--- src/rtl/div_seq.sv ---
// div_seq: multi-cycle integer divider for the EX stage of an RV32IM pipeline.
// Handles DIV/DIVU/REM/REMU with a 32-iteration restoring divider and stalls
// the front of the pipeline while it iterates. Divide-by-zero and signed
// overflow are resolved at capture time and complete after a single cycle.
module div_seq #(
    parameter int         XLEN     = 32,
    parameter logic [4:0] ALU_DIV  = 5'd12,
    parameter logic [4:0] ALU_DIVU = 5'd13,
    parameter logic [4:0] ALU_REM  = 5'd14,
    parameter logic [4:0] ALU_REMU = 5'd15
) (
    input  logic            clk,
    input  logic            rst,
    input  logic            ex_vld,
    input  logic [4:0]      ex_alu_func,
    input  logic [XLEN-1:0] ex_opa,
    input  logic [XLEN-1:0] ex_opb,
    input  logic [5:0]      ex_rd,
    input  logic            flush,
    output logic            div_stall,
    output logic            div_done,
    output logic [XLEN-1:0] div_result,
    output logic [5:0]      div_rd
);

    localparam int CW = $clog2(XLEN);

    localparam logic [1:0] S_IDLE = 2'd0;
    localparam logic [1:0] S_BUSY = 2'd1;
    localparam logic [1:0] S_DONE = 2'd2;

    localparam logic [XLEN-1:0] MOST_NEG = {1'b1, {(XLEN-1){1'b0}}};

    logic [1:0]      state_reg, state_next;
    logic [CW-1:0]   cnt_reg;
    logic            is_rem_reg;
    logic            special_reg;
    logic            neg_q_reg;
    logic            neg_r_reg;
    logic [XLEN-1:0] dvsr_reg;
    logic [XLEN-1:0] q_reg;
    logic [XLEN-1:0] rem_reg;
    logic [5:0]      rd_reg;
    logic [XLEN-1:0] hold_result_reg;
    logic [5:0]      hold_rd_reg;

    logic            is_div_func;
    logic            div_op;
    logic            is_signed_op;
    logic            is_rem_op;
    logic            neg_a;
    logic            neg_b;
    logic [XLEN-1:0] mag_a;
    logic [XLEN-1:0] mag_b;
    logic            div_by_zero;
    logic            overflow;
    logic            special;
    logic [XLEN-1:0] special_val;

    logic [XLEN:0]   rem_shift;
    logic [XLEN-1:0] q_shift;
    logic            rem_ge;
    logic [XLEN-1:0] rem_step;
    logic [XLEN-1:0] q_step;

    logic [XLEN-1:0] q_signed;
    logic [XLEN-1:0] r_signed;
    logic [XLEN-1:0] final_result;

    // Decode the presented instruction and precompute magnitudes / special results.
    always_comb begin
        is_div_func  = (ex_alu_func == ALU_DIV)  || (ex_alu_func == ALU_DIVU) ||
                       (ex_alu_func == ALU_REM)  || (ex_alu_func == ALU_REMU);
        div_op       = ex_vld && is_div_func;
        is_signed_op = (ex_alu_func == ALU_DIV) || (ex_alu_func == ALU_REM);
        is_rem_op    = (ex_alu_func == ALU_REM) || (ex_alu_func == ALU_REMU);
        neg_a        = is_signed_op && ex_opa[XLEN-1];
        neg_b        = is_signed_op && ex_opb[XLEN-1];
        // |MOST_NEG| wraps back to MOST_NEG, which is the right unsigned magnitude.
        mag_a        = neg_a ? (~ex_opa + 1'b1) : ex_opa;
        mag_b        = neg_b ? (~ex_opb + 1'b1) : ex_opb;
        div_by_zero  = (ex_opb == '0);
        overflow     = is_signed_op && (ex_opa == MOST_NEG) && (ex_opb == '1);
        special      = div_by_zero || overflow;
        if (div_by_zero) begin
            special_val = is_rem_op ? ex_opa : '1;
        end else begin
            // Overflow: quotient is the dividend itself, remainder is zero.
            special_val = is_rem_op ? '0 : ex_opa;
        end
    end

    // One restoring-division iteration; the shifted remainder needs XLEN+1 bits.
    always_comb begin
        rem_shift = {rem_reg, q_reg[XLEN-1]};
        q_shift   = {q_reg[XLEN-2:0], 1'b0};
        rem_ge    = (rem_shift >= {1'b0, dvsr_reg});
        rem_step  = rem_shift[XLEN-1:0];
        q_step    = q_shift;
        if (rem_ge) begin
            // The true difference is below the divisor, so XLEN bits hold it exactly.
            rem_step = rem_shift[XLEN-1:0] - dvsr_reg;
            q_step   = q_shift | {{(XLEN-1){1'b0}}, 1'b1};
        end
    end

    // Sign fix-up of the finished magnitudes, or the precomputed special value.
    always_comb begin
        q_signed = neg_q_reg ? (~q_reg + 1'b1) : q_reg;
        r_signed = neg_r_reg ? (~rem_reg + 1'b1) : rem_reg;
        if (special_reg) begin
            final_result = q_reg;
        end else if (is_rem_reg) begin
            final_result = r_signed;
        end else begin
            final_result = q_signed;
        end
    end

    // Next-state selection; a flush always returns to IDLE.
    always_comb begin
        state_next = state_reg;
        if (flush) begin
            state_next = S_IDLE;
        end else begin
            case (state_reg)
                S_IDLE:  if (div_op) state_next = special ? S_DONE : S_BUSY;
                S_BUSY:  if (cnt_reg == CW'(XLEN-1)) state_next = S_DONE;
                S_DONE:  state_next = S_IDLE;
                default: state_next = S_IDLE;
            endcase
        end
    end

    // State register.
    always_ff @(posedge clk or negedge rst) begin
        if (!rst) begin
            state_reg <= S_IDLE;
        end else begin
            state_reg <= state_next;
        end
    end

    // Operand capture in IDLE, iteration in BUSY, result hold on leaving DONE.
    always_ff @(posedge clk or negedge rst) begin
        if (!rst) begin
            cnt_reg         <= '0;
            is_rem_reg      <= 1'b0;
            special_reg     <= 1'b0;
            neg_q_reg       <= 1'b0;
            neg_r_reg       <= 1'b0;
            dvsr_reg        <= '0;
            q_reg           <= '0;
            rem_reg         <= '0;
            rd_reg          <= '0;
            hold_result_reg <= '0;
            hold_rd_reg     <= '0;
        end else begin
            if ((state_reg == S_IDLE) && div_op && !flush) begin
                cnt_reg     <= '0;
                is_rem_reg  <= is_rem_op;
                special_reg <= special;
                neg_q_reg   <= neg_a ^ neg_b;
                neg_r_reg   <= neg_a;
                dvsr_reg    <= mag_b;
                q_reg       <= special ? special_val : mag_a;
                rem_reg     <= '0;
                rd_reg      <= ex_rd;
            end else if (state_reg == S_BUSY) begin
                q_reg   <= q_step;
                rem_reg <= rem_step;
                cnt_reg <= cnt_reg + 1'b1;
            end
            if (state_reg == S_DONE) begin
                hold_result_reg <= final_result;
                hold_rd_reg     <= rd_reg;
            end
        end
    end

    // Outputs: stall from state and inputs, completion data from DONE registers.
    always_comb begin
        div_stall  = !flush && (((state_reg == S_IDLE) && div_op) || (state_reg == S_BUSY));
        div_done   = (state_reg == S_DONE) && !flush;
        div_result = (state_reg == S_DONE) ? final_result : hold_result_reg;
        div_rd     = (state_reg == S_DONE) ? rd_reg : hold_rd_reg;
    end

endmodule

--- config.mk ---
export PLATFORM = sky130hd
export DESIGN_NAME = div_seq
export DESIGN_NICKNAME = d
export VERILOG_FILES = /design/src/rtl/div_seq.sv
export SDC_FILE = /design/constraint.sdc
export NUM_CORES = 1
export LEC_CHECK = 0
export BUFFER_PORTS_ARGS = -buffer_cell sky130_fd_sc_hd__buf_2
export CORE_AREA = 2 2 143 173
export DETAILED_ROUTE_END_ITERATION = 6
export DIE_AREA = 0 0 145 175
export HOLD_SLACK_MARGIN = 0.05
export PLACE_DENSITY_LB_ADDON = 0.1
export SYNTH_ARGS = -nofsm -noshare
export SYNTH_HDL_FRONTEND = slang
export SYNTH_SLANG_ARGS = --single-unit
--- constraint.sdc ---
create_clock -name clk -period 2.9 [get_ports clk]
set_input_delay 0.145 -clock clk [delete_from_list [all_inputs] [get_ports clk]]
set_output_delay 0.145 -clock clk [all_outputs]
set_load 0.02 [all_outputs]
Word level (Yosys, flattened, before mapping)
Cells that the tools add are included.
Word-level totals
  input bits: 79
  output and inout bits: 40
  bits in registers: 151
  word-level logic and storage cells: 81
Operators by class
  equal/unequal tests: 11
  $add $sub $neg: 6
  bitwise operators: 5
  magnitude comparators: 1
  reduce and logical (&&, ||, !) cells: 21
  mux-type cells: 25
Operator list (count)
  $mux 32: 16
  $add 32x1->32 const B: 4
  $not 32->32: 4
  $eq 32x32->1 const B: 2
  $ge 33x32->1: 1
  $logic_not 32->1: 1
  $sub 32x32->32: 1
  $eq 5x4->1 const B: 4
  $mux 5: 2
  $logic_and 1x1->1: 9
  $mux 2: 4
  $logic_or 1x1->1: 7
  $mux 6: 1
  $ne 3x3->1 const B: 2
  $add 5x1->5 const B: 1
  $eq 5x5->1 const B: 1
  $pmux 2 s2: 1
  $eq 2x1->1 const B: 1
  $eq 2x2->1 const B: 1
  $logic_not 2->1: 1
  $reduce_and 2->1: 1
  $reduce_bool 2->1: 1
  $logic_not 1->1: 1
  $mux 1: 1
  $xor 1x1->1: 1

Longest topological paths before layout
  depth after elaboration: 9
  gate-level depth with buffers: 13
  gate-level depth less buffers: 12

Least setup slack after synthesis
OpenSTA, ideal clock, no wires.
  path type: register -> register
  from: reg q_reg[31]
  to: reg rem_reg[28]
  buffers on the path: 0
  arrival time: 3.033 ns
  clock period less this slack: 3.154 ns
  setup slack: -0.254 ns
  data required time: 2.778 ns
  library setup time: 0.122 ns
  cell stages (with the launch flop): 13
  cell sequence: dfrtp_1 inv_1 ha_1 inv_1 fa_1 a21oi_1 o211ai_1 a2111o_1 a32o_1 a211o_1 and3b_1 or3_1 a32o_1
On the way
  longest elaborated chain between the ends: 4
  elaborated cells between the ends (all ways): 5
  those cells by class: add/sub (1); order compare (1); mux (3)
Ends and longest elaborated chain
  start: declaration: RTL line 41  | logic [XLEN-1:0] q_reg;
  start signal: assignment: RTL line 166  | q_reg <= special ? special_val : mag_a;
  start signal: assignment: RTL line 170  | q_reg <= q_step;
  $sub 32x32->32 / $ge 33x32->1 (equally long branches): RTL line 102, 97
  $mux 32 (*): RTL line 100  | if (rem_ge) begin
  $mux 32 (*): RTL line 169  | end else if (state_reg == S_BUSY) begin
  $mux 32 (*): RTL line 159  | if ((state_reg == S_IDLE) && div_op && !flush) begin
  end signal: assignment: RTL line 171  | rem_reg <= rem_step;
  end: declaration: RTL line 42  | logic [XLEN-1:0] rem_reg;
Mark *: on every way between the ends. The rest lies on a longest branch, timed or not. The select of a mux whose other input is x is not followed.
A chain may end at the register's enable or synchronous reset.

Worst setup path in the final report
  from: reg rem_reg[21]
  to: out div_result[31]
On the way
  longest elaborated chain between the ends: 6
Ends and longest elaborated chain
  $not 32->32: RTL line 110  | r_signed = neg_r_reg ? (~rem_reg + 1'b1) : rem_reg;
  $add 32x1->32: RTL line 110
  $mux 32: RTL line 110
  $mux 32: RTL line 113  | end else if (is_rem_reg) begin
  $mux 32: RTL line 111  | if (special_reg) begin
  $mux 32
  end: declaration: RTL line 22  | output logic [XLEN-1:0] div_result,
No other way between the ends.

==> flow_metrics.tcl <==
set metrics [dict create \
    wirelength_um 42600 \
    drtIter0Drc 815 \
    diodes 0 \
    synth-seq-area-share_pct 32.4 \
    grt_antenna_before_repair 0 \
    grt_first_pass_wirelength_um 66200 \
    postSynthCellCount 1478 \
    tns_ps -10030 \
    gp_congestion 0.976 \
    grt_pass1_vias 12400 \
    area_growth_syn_to_layout_pct 38.7 \
    end_kind "output port" \
    fmax_ghz 0.282 \
    setup_viol 29 \
    synth_edf_count 0 \
    failed_checks "negative setup slack" \
    grt_max_degree 79 \
    worstRegToRegCells 12 \
    criticalPathCategory "register to output port" \
    fill_cells 1985 \
    synth_fp_nets 1597 \
    crit_chain "or4_4, or3_4, or3_4, or4_4, o31ai_4, xnor2_2, o221ai_2, o21ai_2, buf_6" \
    regToRegSetupSlack_ps -380 \
    cts_tree "done" \
    vias_per_cell 5.91 \
    worst_slack_ps -648 \
    die_x_um 145 \
    synth_area_per_cell_um2 7.88 \
    drt_pass1_iterations 6 \
    switching_power_mw 6.48 \
    timing.final.crit_share_pct 122 \
    ys_ff_latch 151 \
    period_needed_ps 3550 \
    wl_met2_um 21400 \
    highest_layer "met4" \
    status "finished, violations left" \
    placed_cells 2049 \
    cts_buffers 17 \
    ios 119 \
    switching_share_pct 41.8 \
    vias 12700 \
    clk_pin_slew_ps 60 \
    timing.rr.end "rem_reg[28]$_DFFE_PN0P_" \
    cp_max_fo 4 \
    synthFlopType "dfrtp_1" \
    cts_sinks 151 \
    pwr-share-comb_pct 63.1 \
    wl_met3_um 2170 \
    wl_per_cell_um 19.7 \
    p_leak_nw 7.23 \
    yosys_warnings 0 \
    fin_skew_ps 7.43 \
    hold_viol 0 \
    coreArea_um2 23700 \
    clockPowerShare_pct 16.5 \
    syn-cell-area_um2 11700 \
    cpPeakStageDelay_ps 540 \
    hold_class "primary input to register" \
    critPathLaunchType "register" \
    power_frac_seq_pct 20.3 \
    r2r-start "q_reg[31]$_DFFE_PN0P_" \
    worstMarginPinSlew_ps 1020 \
    hpwl_um 31500 \
    holdWs_ps 52.5 \
    crit_slowest_cell "or4_4" \
    seqCellArea_um2 3780 \
    slew_violations 0 \
    synth_cell_types 84 \
    final_core_util_pct 68.3 \
    drive_gt1_share_pct 30.4 \
    power_mw 15.5 \
    multiInputGateArea_um2 7920 \
    layout.nets 1945 \
    async_flop_share_pct 100 \
    final_cells 2157 \
    root_buffer "clkbuf_16" \
    clk_latency_ps 440 \
    startpoint "rem_reg[21]$_DFFE_PN0P_" \
    chipHeight_um 175 \
    drc_errors 0 \
    grtUsageTotal_pct 33.2 \
    h-tree-depth 4 \
    irDropWorstVdd_mv 0.483 \
    endpoint "div_result[31]" \
    slew-limit-headroom_pct 32.0 \
    cp.arrival_ps 3400 \
    row_count 62 \
    initial_core_util_pct 49.3 \
    internal_power_mw 9.02 \
    cts_buffer_depth 2 \
    p_per_area_nw_per_um2 959 \
    grt-ovfl-total 0 \
    maxCapViolCount 0 \
    antenna_left 0 \
    critPathRequiredTime_ps 2760 \
    rsz0062_at_grt "yes" \
    io_buffers 118 \
    m1WireLength_um 16200 \
    die_area_um2 25400 \
]
==> metal layers <==
layer / vias up / GRT usage [%]
met3: 133 / 4.26
met4: 0 / 19.6
met1: 6051 / 37.8
met2: 491 / 59.5
met5: - / 0
li1: 6073 / -
==> layout by cell type, fill, tap and decap left out, types with 12 or more instances in the layout <==
| master | n |
|---|---|
| o21ai_1 | 36 |
| nand3_1 | 19 |
| a21oi_2 | 12 |
| dlygate4sd3_1 | 29 |
| a31oi_1 | 16 |
| nand2b_1 | 14 |
| or3_1 | 27 |
| buf_4 | 256 |
| xnor2_1 | 40 |
| o21ai_0 | 129 |
| buf_6 | 19 |
| nor2b_1 | 15 |
| xor2_1 | 52 |
| o31ai_1 | 17 |
| nor2_1 | 105 |
| nand4_1 | 20 |
| ha_1 | 27 |
| a32oi_1 | 16 |
| buf_2 | 102 |
| o211ai_1 | 12 |
| nand2_1 | 187 |
| nor4_1 | 17 |
| a21oi_1 | 118 |
| nor3_1 | 32 |
| inv_1 | 60 |
| dfrtp_1 | 148 |
| mux2i_1 | 17 |
| clkbuf_16 | 17 |
==> repair_timing <==
action                                  4_1_cts  5_1_grt
hold buffers                                 29        0
hold endpoints to repair                    104        0
gates cloned                                  2        1
buffers inserted                             40       14
endpoints found under the setup margin       46       89
pin swaps                                    55       47
gates resized for setup                      92       89
==> kinds of logic after synthesis <==
| group | after synthesis | share of synthesized area, % |
|---|---|---|
| simple gates | 522 | 22.2 |
| compound gates | 490 | 25.9 |
| buf+inv | 153 | 5.66 |
| flops | 151 | 32.4 |
| xor+xnor | 101 | 7.59 |
| fa+ha+maj | 40 | 4.36 |
| mux | 21 | 1.84 |
==> critical path, delay by kind of cell (launching register included) <==
| kind | cells | cell delay (ps) |
|---|---|---|
| AOI/OAI and AO/OA | 3 | 550 |
| xor gates and xnor gates | 1 | 150 |
| buffers and inverters | 1 | 150 |
| DFF | 1 | 380 |
| and+or+nand+nor | 4 | 1760 |
==> through the flow <==
| step | setup WS, ps | instance area, µm² |
|---|---|---|
| after detailed placement | -435 | 14000 |
| after floorplan | -204 | 11700 |
| final | -648 | 16200 |
| after global routing | -727 | 16200 |
| after CTS | -627 | 15700 |
| after global placement | -342 | 14000 |
==> synthesized netlist by cell type (all sizes together) (5+ instances only) <==
cell	n	share of area [%]
nand2	192	6.2
o21ai	174	7.5
dfrtp	151	32
a21oi	135	5.8
nor2	106	3.4
clkbuf	74	2.9
inv	65	2.1
xor2	56	4.2
xnor2	45	3.4
ha	39	4.2
nor3	36	1.6
or3	30	1.7
nor4	23	1.3
o31ai	23	1.6
nand3	22	0.99
nand4	20	1.1
a31oi	18	0.97
mux2i	18	1.5
a32oi	17	1.3
or4	17	1.2
nor2b	16	0.86
nand2b	14	0.75
buf	13	0.56
o211ai	12	0.77
o41ai	11	0.83
or2	11	0.59
a21o	10	0.64
a221oi	8	0.60
o221ai	7	0.58
o22ai	7	0.38
a211oi	6	0.39
a22oi	6	0.39
o311ai	6	0.45
a21boi	5	0.32
and2	5	0.27
and3	5	0.27
o21bai	5	0.32
o31a	5	0.40
or3b	5	0.38
==> worst min-delay path by stage <==
stage	slack, ps	endpoint	from	cells past startpoint
floorplan	-150	cnt_reg[0]$_DFFE_PN0P_	rst	0
global route	70	is_rem_reg$_DFFE_PN0P_	ex_alu_func[1]	3
CTS	50	q_reg[22]$_DFFE_PN0P_	ex_opa[22]	3
finish	50	dvsr_reg[7]$_DFFE_PN0P_	ex_opb[7]	3
detailed placement	260	hold_result_reg[1]$_DFF_PN0_	rst	1
global placement	250	hold_result_reg[1]$_DFF_PN0_	rst	1
==> layout make-up <==
class                           instances  area share [%]
Timing Repair Buffer                  417            19.6
Clock inverter                          9            1.22
Inverter                               65            1.51
Sequential cell                       151            23.4
Clock buffer                           21            2.85
Multi-Input combinational cell       1174            49.0
Tap cell                              320            2.48
==> power groups by stage <==
stage	Combinational [mW]	Clock, mW	Sequential [mW]
2_1_floorplan	4.59	0	3.12
3_3_place_gp	7.68	0	3.14
3_5_place_dp	7.76	0	3.16
4_1_cts	8.99	2.58	3.11
5_1_grt	10.6	2.67	3.20
6_report	9.79	2.56	3.15
Note: power is estimated with default switching activity, not from simulation.
